[src/rtl/macc_seq_if.sv]
// Partial-in / result-out valid/ready bundle for macc_seq.
// slave: sequencer side; master: upstream producer and downstream consumer.
interface macc_seq_if;
  logic in_valid;
  logic in_ready;
  logic out_valid;
  logic out_ready;

  modport slave (
    input  in_valid,
    input  out_ready,
    output in_ready,
    output out_valid
  );

  modport master (
    output in_valid,
    output out_ready,
    input  in_ready,
    input  out_valid
  );
endinterface

[src/rtl/macc_seq.sv]
// Clear/add/hold/present sequencer for the FP16 accumulator array.
// Optional stall watchdog: define MACC_SEQ_TIMEOUT_EN.
module macc_seq #(
  parameter int MaxK          = 256,
  parameter int KW            = $clog2(MaxK + 1),
  parameter int TileCntW      = 16,
  parameter int TimeoutCycles = 1024
) (
  input  logic                clk,
  input  logic                rst_n,
  input  logic                start,
  input  logic [KW-1:0]       k_len,
  input  logic                abort,
  macc_seq_if.slave           hs,
  output logic                acc_clear,
  output logic                acc_add_en,
  output logic                busy,
  output logic [KW-1:0]       beat_cnt,
  output logic [TileCntW-1:0] tile_cnt,
  output logic                err_timeout
);

  typedef enum logic [1:0] {
    IDLE  = 2'd0,
    ACCUM = 2'd1,
    OUT   = 2'd2
  } state_t;

  localparam logic [KW-1:0] KMax = KW'(MaxK);

  state_t        state;
  logic [KW-1:0] k_q;
  logic [KW-1:0] k_eff;
  logic          beat;
  logic          last;
  logic          stall_hit;

  assign k_eff = (k_len > KMax) ? KMax : k_len;
  assign beat  = (state == ACCUM) && hs.in_valid;
  assign last  = (beat_cnt == k_q - KW'(1));

  assign acc_clear    = (state == IDLE);
  assign acc_add_en   = beat;
  assign hs.in_ready  = (state == ACCUM);
  assign hs.out_valid = (state == OUT);
  assign busy         = (state != IDLE);

`ifdef MACC_SEQ_TIMEOUT_EN
  localparam int SW = $clog2(TimeoutCycles + 1);
  localparam logic [SW-1:0] StallLim = SW'(TimeoutCycles - 1);

  logic [SW-1:0] stall_q;

  assign stall_hit = (state == ACCUM) && !beat &&
                     (stall_q == StallLim);

  // Count consecutive idle ACCUM cycles; any beat or exit restarts it.
  always_ff @(posedge clk or negedge rst_n) begin
    if (!rst_n) begin
      stall_q     <= '0;
      err_timeout <= 1'b0;
    end else begin
      err_timeout <= stall_hit && !abort;
      if (state != ACCUM || beat || abort || stall_hit)
        stall_q <= '0;
      else
        stall_q <= stall_q + SW'(1);
    end
  end
`else
  assign stall_hit   = 1'b0;
  assign err_timeout = 1'b0;
`endif

  // Tile sequencing: abort beats handshakes, last beat goes to OUT.
  always_ff @(posedge clk or negedge rst_n) begin
    if (!rst_n) begin
      state    <= IDLE;
      k_q      <= '0;
      beat_cnt <= '0;
      tile_cnt <= '0;
    end else begin
      unique case (state)
        IDLE: begin
          if (start && !abort) begin
            beat_cnt <= '0;
            k_q      <= k_eff;
            state    <= (k_eff != '0) ? ACCUM : OUT;
          end
        end
        ACCUM: begin
          if (abort) begin
            state <= IDLE;
          end else if (beat) begin
            beat_cnt <= beat_cnt + KW'(1);
            if (last)
              state <= OUT;
          end else if (stall_hit) begin
            state <= IDLE;
          end
        end
        OUT: begin
          if (abort) begin
            state <= IDLE;
          end else if (hs.out_ready) begin
            tile_cnt <= tile_cnt + TileCntW'(1);
            state    <= IDLE;
          end
        end
        default: state <= IDLE;
      endcase
    end
  end

endmodule

[src/flat_wrapper.sv]
// flat-port wrapper written by rule: the top's interface ports become plain ports
module macc_seq_flat 
#(
  parameter int MaxK          = 256,
  parameter int KW            = $clog2(MaxK + 1),
  parameter int TileCntW      = 16,
  parameter int TimeoutCycles = 1024
)
  (clk, rst_n, start, k_len, abort, acc_clear, acc_add_en, busy, beat_cnt, tile_cnt, err_timeout, hs_in_valid, hs_out_ready, hs_in_ready, hs_out_valid);
  macc_seq_if hs_i ();
  input  logic clk;
  input  logic rst_n;
  input  logic start;
  input  logic [KW-1:0] k_len;
  input  logic abort;
  output logic acc_clear;
  output logic acc_add_en;
  output logic busy;
  output logic [KW-1:0] beat_cnt;
  output logic [TileCntW-1:0] tile_cnt;
  output logic err_timeout;
  input wire logic [$bits(hs_i.in_valid)-1:0] hs_in_valid;
  input wire logic [$bits(hs_i.out_ready)-1:0] hs_out_ready;
  output wire logic [$bits(hs_i.in_ready)-1:0] hs_in_ready;
  output wire logic [$bits(hs_i.out_valid)-1:0] hs_out_valid;
  assign hs_i.in_valid = hs_in_valid;
  assign hs_i.out_ready = hs_out_ready;
  assign hs_in_ready = hs_i.in_ready;
  assign hs_out_valid = hs_i.out_valid;
  macc_seq #(.MaxK(MaxK), .KW(KW), .TileCntW(TileCntW), .TimeoutCycles(TimeoutCycles)) u_core (.clk(clk), .rst_n(rst_n), .start(start), .k_len(k_len), .abort(abort), .hs(hs_i), .acc_clear(acc_clear), .acc_add_en(acc_add_en), .busy(busy), .beat_cnt(beat_cnt), .tile_cnt(tile_cnt), .err_timeout(err_timeout));
endmodule
[config.mk]
export PLATFORM = sky130hd
export DESIGN_NAME = macc_seq_flat
export DESIGN_NICKNAME = d
export VERILOG_FILES = /design/src/rtl/macc_seq_if.sv /design/src/rtl/macc_seq.sv /design/src/flat_wrapper.sv
export SDC_FILE = /design/constraint.sdc
export NUM_CORES = 1
export LEC_CHECK = 0
export CAP_MARGIN = 10
export CORE_MARGIN = 8
export CORE_UTILIZATION = 53
export CTS_CLUSTER_DIAMETER = 80
export DETAILED_ROUTE_END_ITERATION = 7
export PLACE_DENSITY = 0.84
export RECOVER_POWER = 50
export SLEW_MARGIN = 20
export SYNTH_ARGS = -nofsm -noshare
export SYNTH_HDL_FRONTEND = slang
export SYNTH_SLANG_ARGS = --single-unit
[constraint.sdc]
create_clock -name clk -period 4.5 [get_ports clk]
set_input_delay 0.9 -clock clk [delete_from_list [all_inputs] [get_ports clk]]
set_output_delay 0.9 -clock clk [all_outputs]
set_load 0.05 [all_outputs]
# Word level (Yosys, flattened, before mapping)
# Index checks and enable logic that the tools add are counted.
[word_totals] elab_cells=42 ff_bits=36 inputBits=15
[op_classes] bitwise_logic=1 n_eq_ne=9 muxes=13 addsub=3 n_reduce_logical=11 n_lt_le_gt_ge=1
[op_table] op="9-bit two-way mux" n=4
[op_table] op="9-bit one-hot mux with 2 select lines" n=1
[op_table] op="16-bit by 1-bit adder with 16-bit output, second input constant" n=1
[op_table] op="2-bit two-way mux" n=7
[op_table] op="9-bit by 1-bit adder with 9-bit output, second input constant" n=1
[op_table] op="9-bit equality test" n=1
[op_table] op="9-bit > comparator, second input constant" n=1
[op_table] op="9-bit nonzero test" n=1
[op_table] op="9-bit by 1-bit subtractor with 9-bit output, second input constant" n=1
[op_table] op="4-bit AND reduction" n=2
[op_table] op="3-bit inequality test, second input constant" n=2
[op_table] op="2-bit one-hot mux with 3 select lines" n=1
[op_table] op="2-bit inequality test, second input constant" n=2
[op_table] op="2-bit nonzero test" n=2
[op_table] op="3-bit by 2-bit inequality test with 1-bit output, second input constant" n=1
[op_table] op="3-bit AND reduction" n=1
[op_table] op="2-bit by 1-bit equality test with 1-bit output, second input constant" n=1
[op_table] op="2-bit equality test, second input constant" n=1
[op_table] op="1-bit logical AND" n=2
[op_table] op="2-bit zero test" n=1
[op_table] op="2-bit by 1-bit inequality test with 1-bit output, second input constant" n=1
[op_table] op="2-bit AND reduction" n=1
[op_table] op="1-bit zero test" n=1
[op_table] op="1-bit inverter" n=1

# Longest topological paths before layout
[depth] word_depth=6 ltp_mapped=8 ltp_nobuf=8

# Worst setup path before layout
# OpenSTA, ideal clock, no wires.
[synth_timing] kind="register to output" startpoint="register u_core.state[0]" endpoint="output acc_add_en" setup_slack_ps=1859 stages_incl_launch_ff=3 t_arrival_ps=1741 path_cell_list="dfrtp_1 > nor2b_1 > and2_1"
[synth_between] elab_chain_len=2
[synth_rtl] element="from (decl)" line_no="macc_seq.sv:31" rtl="state_t state;"
[synth_rtl] element="from (signal assigned)" line_no="macc_seq.sv:88" rtl="state <= (k_eff != '0) ? ACCUM : OUT;"
[synth_rtl] element="2-bit by 1-bit equality test with 1-bit output"
[synth_rtl] element="via hs_in_ready" line_no="flat_wrapper.sv:24" rtl="output wire logic [$bits(hs_i.in_ready)-1:0] hs_in_ready;"
[synth_rtl] element="1-bit logical AND" line_no="macc_seq.sv:39" rtl="assign beat = (state == ACCUM) && hs.in_valid;"
[synth_rtl] element="to (decl)" line_no="flat_wrapper.sv:17" rtl="output logic acc_add_en;"
# The timed path passes the listed nets, and every way through them passes these cells.

# Worst setup path in the final report
[layout_timing] startpoint="input hs_in_valid" endpoint="output acc_add_en"
[layout_between] elab_chain_len=1
[layout_rtl] element="from (decl)" line_no="flat_wrapper.sv:22" rtl="input wire logic [$bits(hs_i.in_valid)-1:0] hs_in_valid;"
[layout_rtl] element="1-bit logical AND" line_no="macc_seq.sv:39"
# Every way passes these cells.

==> results_dict.tcl <==
set metrics [dict create \
    ys_ff_latch 36 \
    fin_setup_tns_ns 0 \
    grt_pass1_vias 1529 \
    arrival_ns 2.43 \
    clk_pin_slew_ns 0.08 \
    dieHeight_um 76.6 \
    dr_total_vias 1565 \
    syn_nets 220 \
    hp-class "reg2reg" \
    multiInputGateArea_mm2 0.00101 \
    synth_area_mm2 0.00195 \
    ys_types 40 \
    diodes 0 \
    p_switching_uw 445 \
    wl_per_cell_um 14.2 \
    cts_root_buffer "clkbuf_8" \
    timing.hold.ws_ns 0.467 \
    status "complete, but fails checks" \
    fp.coreArea_mm2 0.00361 \
    wirelength_um 4240 \
    io_buffers 44 \
    power.clock.fraction_pct 20.4 \
    rsz0062_at_grt "no" \
    drv_cap 1 \
    period_needed_ns 3.33 \
    powerDensity_mw_per_mm2 439 \
    synth_top_cell_area_share_pct 46.2 \
    synth_common_cells "dfrtp_1 (36), nand2_1 (21), nor2_1 (18), xor2_1 (16), xnor2_1 (14)" \
    drc 0 \
    ir_worst_vdd_uv 437 \
    synth_ff_type "dfrtp_1" \
    worst_setup_path_start_kind "input port" \
    rr_startpoint "u_core.k_q[0]" \
    grt_pass1_wl_um 7210 \
    drive_gt1_share_pct 4.80 \
    hold_viol_final 0 \
    clock_skew_ns 0.00632 \
    hold_buffers 0 \
    seq_area_um2 901 \
    yosysWarnings 0 \
    synth-seq-area-share_pct 46.2 \
    internal_power_uw 661 \
    min_period_over_period_pct 74.1 \
    power_uw 1110 \
    pin_count 46 \
    grtUsageTotal_pct 14.9 \
    required_ns 3.60 \
    hpwl_um 3190 \
    gr-total-overflow 0 \
    r2r_cells 8 \
    syn2layout_area_growth_pct 29.2 \
    syn_avg_cell_area_um2 9.64 \
    fp.dieArea_mm2 0.00587 \
    power_frac_seq_pct 39.8 \
    postLayoutCellArea_mm2 0.00252 \
    fmax_ghz 0.300 \
    antenna_found_initial 0 \
    leakage_uw 0.00113 \
    rr_endpoint "u_core.state[0]" \
    grt_max_degree 37 \
    min_path_cells 1 \
    maxSlewHeadroom_pct -25.1 \
    maxSlewViolCount 37 \
    yosysMostFrequentCell "dfrtp_1" \
    htree_num_levels 2 \
    cts_max_path_buffers 2 \
    syn_inst 202 \
    violations "capacitance limit, slew limit" \
    cts_tree "built" \
    synth_edf_count 0 \
    rows 22 \
    dpl-instance-area_mm2 0.00244 \
    synth_area_leader_cell "dfrtp_1" \
    drt_iter0_drc 99 \
    fin_nets 267 \
    ant_nets 0 \
    postSynth.asyncResetShare_pct 100 \
    utilization_pct 69.8 \
    hold_end "u_core.tile_cnt[15]" \
    gp_congestion 0.804 \
    ctsResizeCount 0 \
    switching_share_pct 40.2 \
    fp.dieW_um 76.6 \
    crit_type "in2out" \
    endpoint_kind "primary output" \
    n_fill_cell 295 \
    initial_core_util_pct 54.0 \
    r2r_setup_slack_ns 2.35 \
    worst_pin_slew_ns 1.88 \
    vias_per_cell 5.25 \
    cts_buffers 5 \
    firstDrtPassIters 4 \
    finalSetupViolCount 0 \
    pwr-share-comb_pct 39.8 \
    clk_latency_ns 0.29 \
    yosys-top-cells-area "dfrtp_1 (46%), xor2_1 (7.2%), xnor2_1 (6.3%), nand2_1 (4.0%), nor2_1 (3.5%)" \
    cts_sinks 36 \
    hold_start "u_core.tile_cnt[15]" \
    path_max_fanout 6 \
    post_cts_buffers 0 \
]
[cells by family (layout without fill, tap and decap cells)]
logic type               Yosys count  after routing  synth area share, %
AND/OR/NAND/NOR                  101            101                 28.6
flip-flops                        36             36                 46.2
XOR/XNOR                          30             30                 13.5
AO/OA/AOI/OAI                     19             19                 5.91
buffers and inverters              9             57                 1.99
adder cells (fa/ha/maj)            3              3                 1.93
multiplexers                       3              3                 1.61
other                              1              1                0.192
[cell type report]
type | instances | area share (%)
clock buffers | 5 | 2.73
clock inverters | 3 | 0.746
multi-input cells | 157 | 40.1
flip-flops and latches | 36 | 35.8
repair buffers | 46 | 17.8
inverters | 3 | 0.448
well taps | 48 | 2.39
[through the flow]
step                      setup WS (ns)  instances
after global placement             1.18        290
final                              1.17        298
after CTS                          1.17        298
after floorplan                    1.86        202
after global routing               1.12        298
after detailed placement           1.17        290
[routing by layer]
| layer | vias to the layer above | wire [µm] | track usage [%] |
|---|---|---|---|
| met5 | - | 0 | 0 |
| met4 | 0 | 65 | 6.15 |
| met3 | 5 | 220 | 4.60 |
| met2 | 44 | 1920 | 23.0 |
| met1 | 727 | 2030 | 18.9 |
| li1 | 789 | - | - |
[how the worst max path moves through the flow]
stage,slack [ns],endpoint,cells past startpoint,start
after detailed placement,1.17,acc_add_en,3,hs_in_valid
final,1.17,acc_add_en,3,hs_in_valid
after CTS,1.17,acc_add_en,3,hs_in_valid
after floorplan,1.86,acc_add_en,2,u_core.state[0]
after global routing,1.12,acc_add_en,3,hs_in_valid
after global placement,1.18,acc_add_en,3,hs_in_valid
[registers in the layout, summed over array words and instances (netlist names)]
signal	flops
u_core.beat_cnt	9
u_core.state	2
u_core.tile_cnt	16
u_core.k_q	9
[power groups by stage]
| stage | clock, µW | combinational [µW] | sequential [µW] |
|---|---|---|---|
| floorplan | 0 | 285 | 467 |
| global placement | 0 | 436 | 441 |
| detailed placement | 0 | 440 | 445 |
| CTS | 231 | 443 | 439 |
| global route | 248 | 482 | 449 |
| finish | 226 | 440 | 440 |
[worst max-delay path, cell delays in order]
cell             delay, ns
clkdlybuf4s50_1       0.56
and2_1                0.16
clkdlybuf4s50_1       0.81
[cell usage in the layout (no fill, tap or decap), types with 5 or more instances in the layout]
cell type	instances
xor2_1	16
nand2b_1	8
clkbuf_8	5
dfrtp_1	36
nand3b_1	5
and3_1	8
nand2_1	21
nand4_1	5
nand3_1	12
o21ai_0	11
xnor2_1	14
clkdlybuf4s50_1	42
nor2_1	18
No activity file was read; power rests on OpenSTA's default activity.
==> patch (same settings) <==
Put one more register stage on the output `beat_cnt`, with the module's reset. The value now appears one clock later. The other outputs are not delayed to match.
--- a/src/rtl/macc_seq.sv
+++ b/src/rtl/macc_seq.sv
@@ -28,6 +28,8 @@
 
   localparam logic [KW-1:0] KMax = KW'(MaxK);
 
+  logic [KW-1:0] beat_cnt_s0;
+
   state_t        state;
   logic [KW-1:0] k_q;
   logic [KW-1:0] k_eff;
@@ -37,7 +39,7 @@
 
   assign k_eff = (k_len > KMax) ? KMax : k_len;
   assign beat  = (state == ACCUM) && hs.in_valid;
-  assign last  = (beat_cnt == k_q - KW'(1));
+  assign last  = (beat_cnt_s0 == k_q - KW'(1));
 
   assign acc_clear    = (state == IDLE);
   assign acc_add_en   = beat;
@@ -77,13 +79,13 @@
     if (!rst_n) begin
       state    <= IDLE;
       k_q      <= '0;
-      beat_cnt <= '0;
+      beat_cnt_s0 <= '0;
       tile_cnt <= '0;
     end else begin
       unique case (state)
         IDLE: begin
           if (start && !abort) begin
-            beat_cnt <= '0;
+            beat_cnt_s0 <= '0;
             k_q      <= k_eff;
             state    <= (k_eff != '0) ? ACCUM : OUT;
           end
@@ -92,7 +94,7 @@
           if (abort) begin
             state <= IDLE;
           end else if (beat) begin
-            beat_cnt <= beat_cnt + KW'(1);
+            beat_cnt_s0 <= beat_cnt_s0 + KW'(1);
             if (last)
               state <= OUT;
           end else if (stall_hit) begin
@@ -112,5 +114,13 @@
     end
   end
 
+  always_ff @(posedge clk or negedge rst_n) begin
+    if (!rst_n) begin
+      beat_cnt <= '0;
+    end else begin
+      beat_cnt <= beat_cnt_s0;
+    end
+  end
+
 endmodule
 
Formal check against the unedited RTL: not equivalent (a bounded check fails within 4 cycles, from zero or initial values and one cycle with rst_n low).
==> patch against the original RTL <==
- the flow still finishes with violations (max-capacitance violations, max-slew violations)
- synthesized area rose by 15%
- core utilization shrank 1.4 points
- setup slack better by 34 ps
- non-clock buffer count fell by 2
- power increased by 16%
- sequential cell count up 9
- hold slack worse by 17 ps
- synthesized cell count grew 12%
- design area is 9.4% higher
- maximum frequency is 1.0% higher
- clock power increased by 5%
- wire length increased by 13%
- critical endpoint unchanged
- highest routed layer unchanged
==> patch: results (changes against the original RTL) <==
status finished, violations left (unchanged); failing checks max-capacitance violations, max-slew violations (unchanged); max_cap viols 1 (unchanged); Post-Syn Nets 245 (was 220); Seq/Total Area, Yosys 0.502 (was 0.462); largest net degree at the start of global routing 46 (was 37); drt total wl 4.80 mm (was 4.24 mm); Distinct cells, synth 44 (was 40); reg2reg setup slack 2010 ps (was 2350 ps); hold path endpoint u_core.beat_cnt[8] (was u_core.tile_cnt[15]); maximum vdd drop 385 uV (was 437 uV); fin nets 285 (was 267); vias in the first global route 1,774 (was 1,529); total power 1280 uW (was 1110 uW); M1 WL 2.06 mm (was 2.03 mm); top cells by area, synth dfrtp_1, xnor2_1, xor2_1 (was dfrtp_1, xor2_1, xnor2_1); vias per cell 5.60 (was 5.25); hold_sp u_core.beat_cnt_s0[8] (was u_core.tile_cnt[15]); R2R Path End u_core.tile_cnt[13] (was u_core.state[0]); R2R Path Start u_core.state[0] (was u_core.k_q[0]); Reg2Reg Depth 5 (was 8); final std cells w/o fill 318 (was 298); met1 Use GR 0.198 (was 0.189); Worst-Skew Late Latency 290 ps (about the same); Pre-antenna DRT Iters 6 (was 4); Worst Hold Path Cells 0 (was 1); Final HPWL DP 3.56 mm (was 3.19 mm); layout cells sized above 1 0.0448 (was 0.0480); crit path DAT 2400 ps (was 2430 ps); Int Power 767 uW (was 661 uW); Post-synth top cells dfrtp_1, nand2_1, nor2_1 (unchanged); Logic pwr share 0.379 (was 0.398); sequential power share 0.435 (was 0.398); WL met3 273 um (was 220 um); leak pwr 0.00121 uW (was 0.00113 uW); met2 GRT Util 0.266 (was 0.230); Cells after DPL 310 (was 290); met3 global-route usage 0.0419 (was 0.0460); Syn Inst Count 227 (was 202); Slew Limit Fails 46 (was 37); Clock Skews 4.15 ps (was 6.32 ps); CP top delay family buffers and inverters (unchanged); gr usage total 0.160 (was 0.149); Synth Flop Type dfrtp_1 (unchanged); 1st-iter DRT viols 128 (was 99); met2 WL 2.42 mm (was 1.92 mm); slew margin rel. -0.560 (was -0.251); CP Max Fanout 3 (was 6); global-route wire length before repair 8.33 mm (was 7.21 mm)
==> patch: cell types whose count changed after synthesis, sizes merged, moves of 3 or more <==
cell   before  now
xor2       16   12
a31oi       0    3
nor3b       4    1
buf         2    8
or3         0    5
o21ai      12   15
dfrtp      36   45
and3        8    3
a21oi       1    5
nor3        1    6
==> patch: final cells by class <==
class / count / area (sq um)
fillers: 321 / 1270
flip-flops and latches: 45 / 1130
multi-input cells: 166 / 1030
repair buffers: 44 / 434
clock buffers: 6 / 72.6
well taps: 50 / 62.6
inverters: 5 / 18.8
clock inverters: 2 / 10.0
==> patch: worst max-delay path by stage <==
stage / from / to / slack, ps / cells after the start
4_1_cts: hs_in_valid / acc_add_en / 1190 / 3
6_report: hs_in_valid / acc_add_en / 1200 / 3
5_1_grt: abort / u_core.tile_cnt[13] / 1080 / 6
3_3_place_gp: hs_in_valid / acc_add_en / 1210 / 3
3_5_place_dp: abort / u_core.tile_cnt[13] / 1080 / 6
2_1_floorplan: u_core.state[0] / busy / 1960 / 2
==> patch: cells by family (layout without fill, tap and decap cells) <==
group | count (synthesis) | in the layout | share of synthesized area
other cells | 1 | 1 | 0.00167
simple gates | 101 | 101 | 0.237
fa+ha+maj | 3 | 3 | 0.0167
compound gates | 31 | 31 | 0.0836
buf+inv | 16 | 57 | 0.0396
flops | 45 | 45 | 0.502
mux | 2 | 2 | 0.0100
xor+xnor | 28 | 28 | 0.109
==> patch: through the flow <==
step	cell area (sq um)	hold slack (ps)	setup slack [ps]	util
after global placement	2670	425	1210	0.663
after floorplan	2240	352	1960	-
after CTS	2760	449	1190	0.684
after global routing	2750	461	1080	0.684
final	2750	450	1200	0.684
after detailed placement	2670	431	1080	0.663
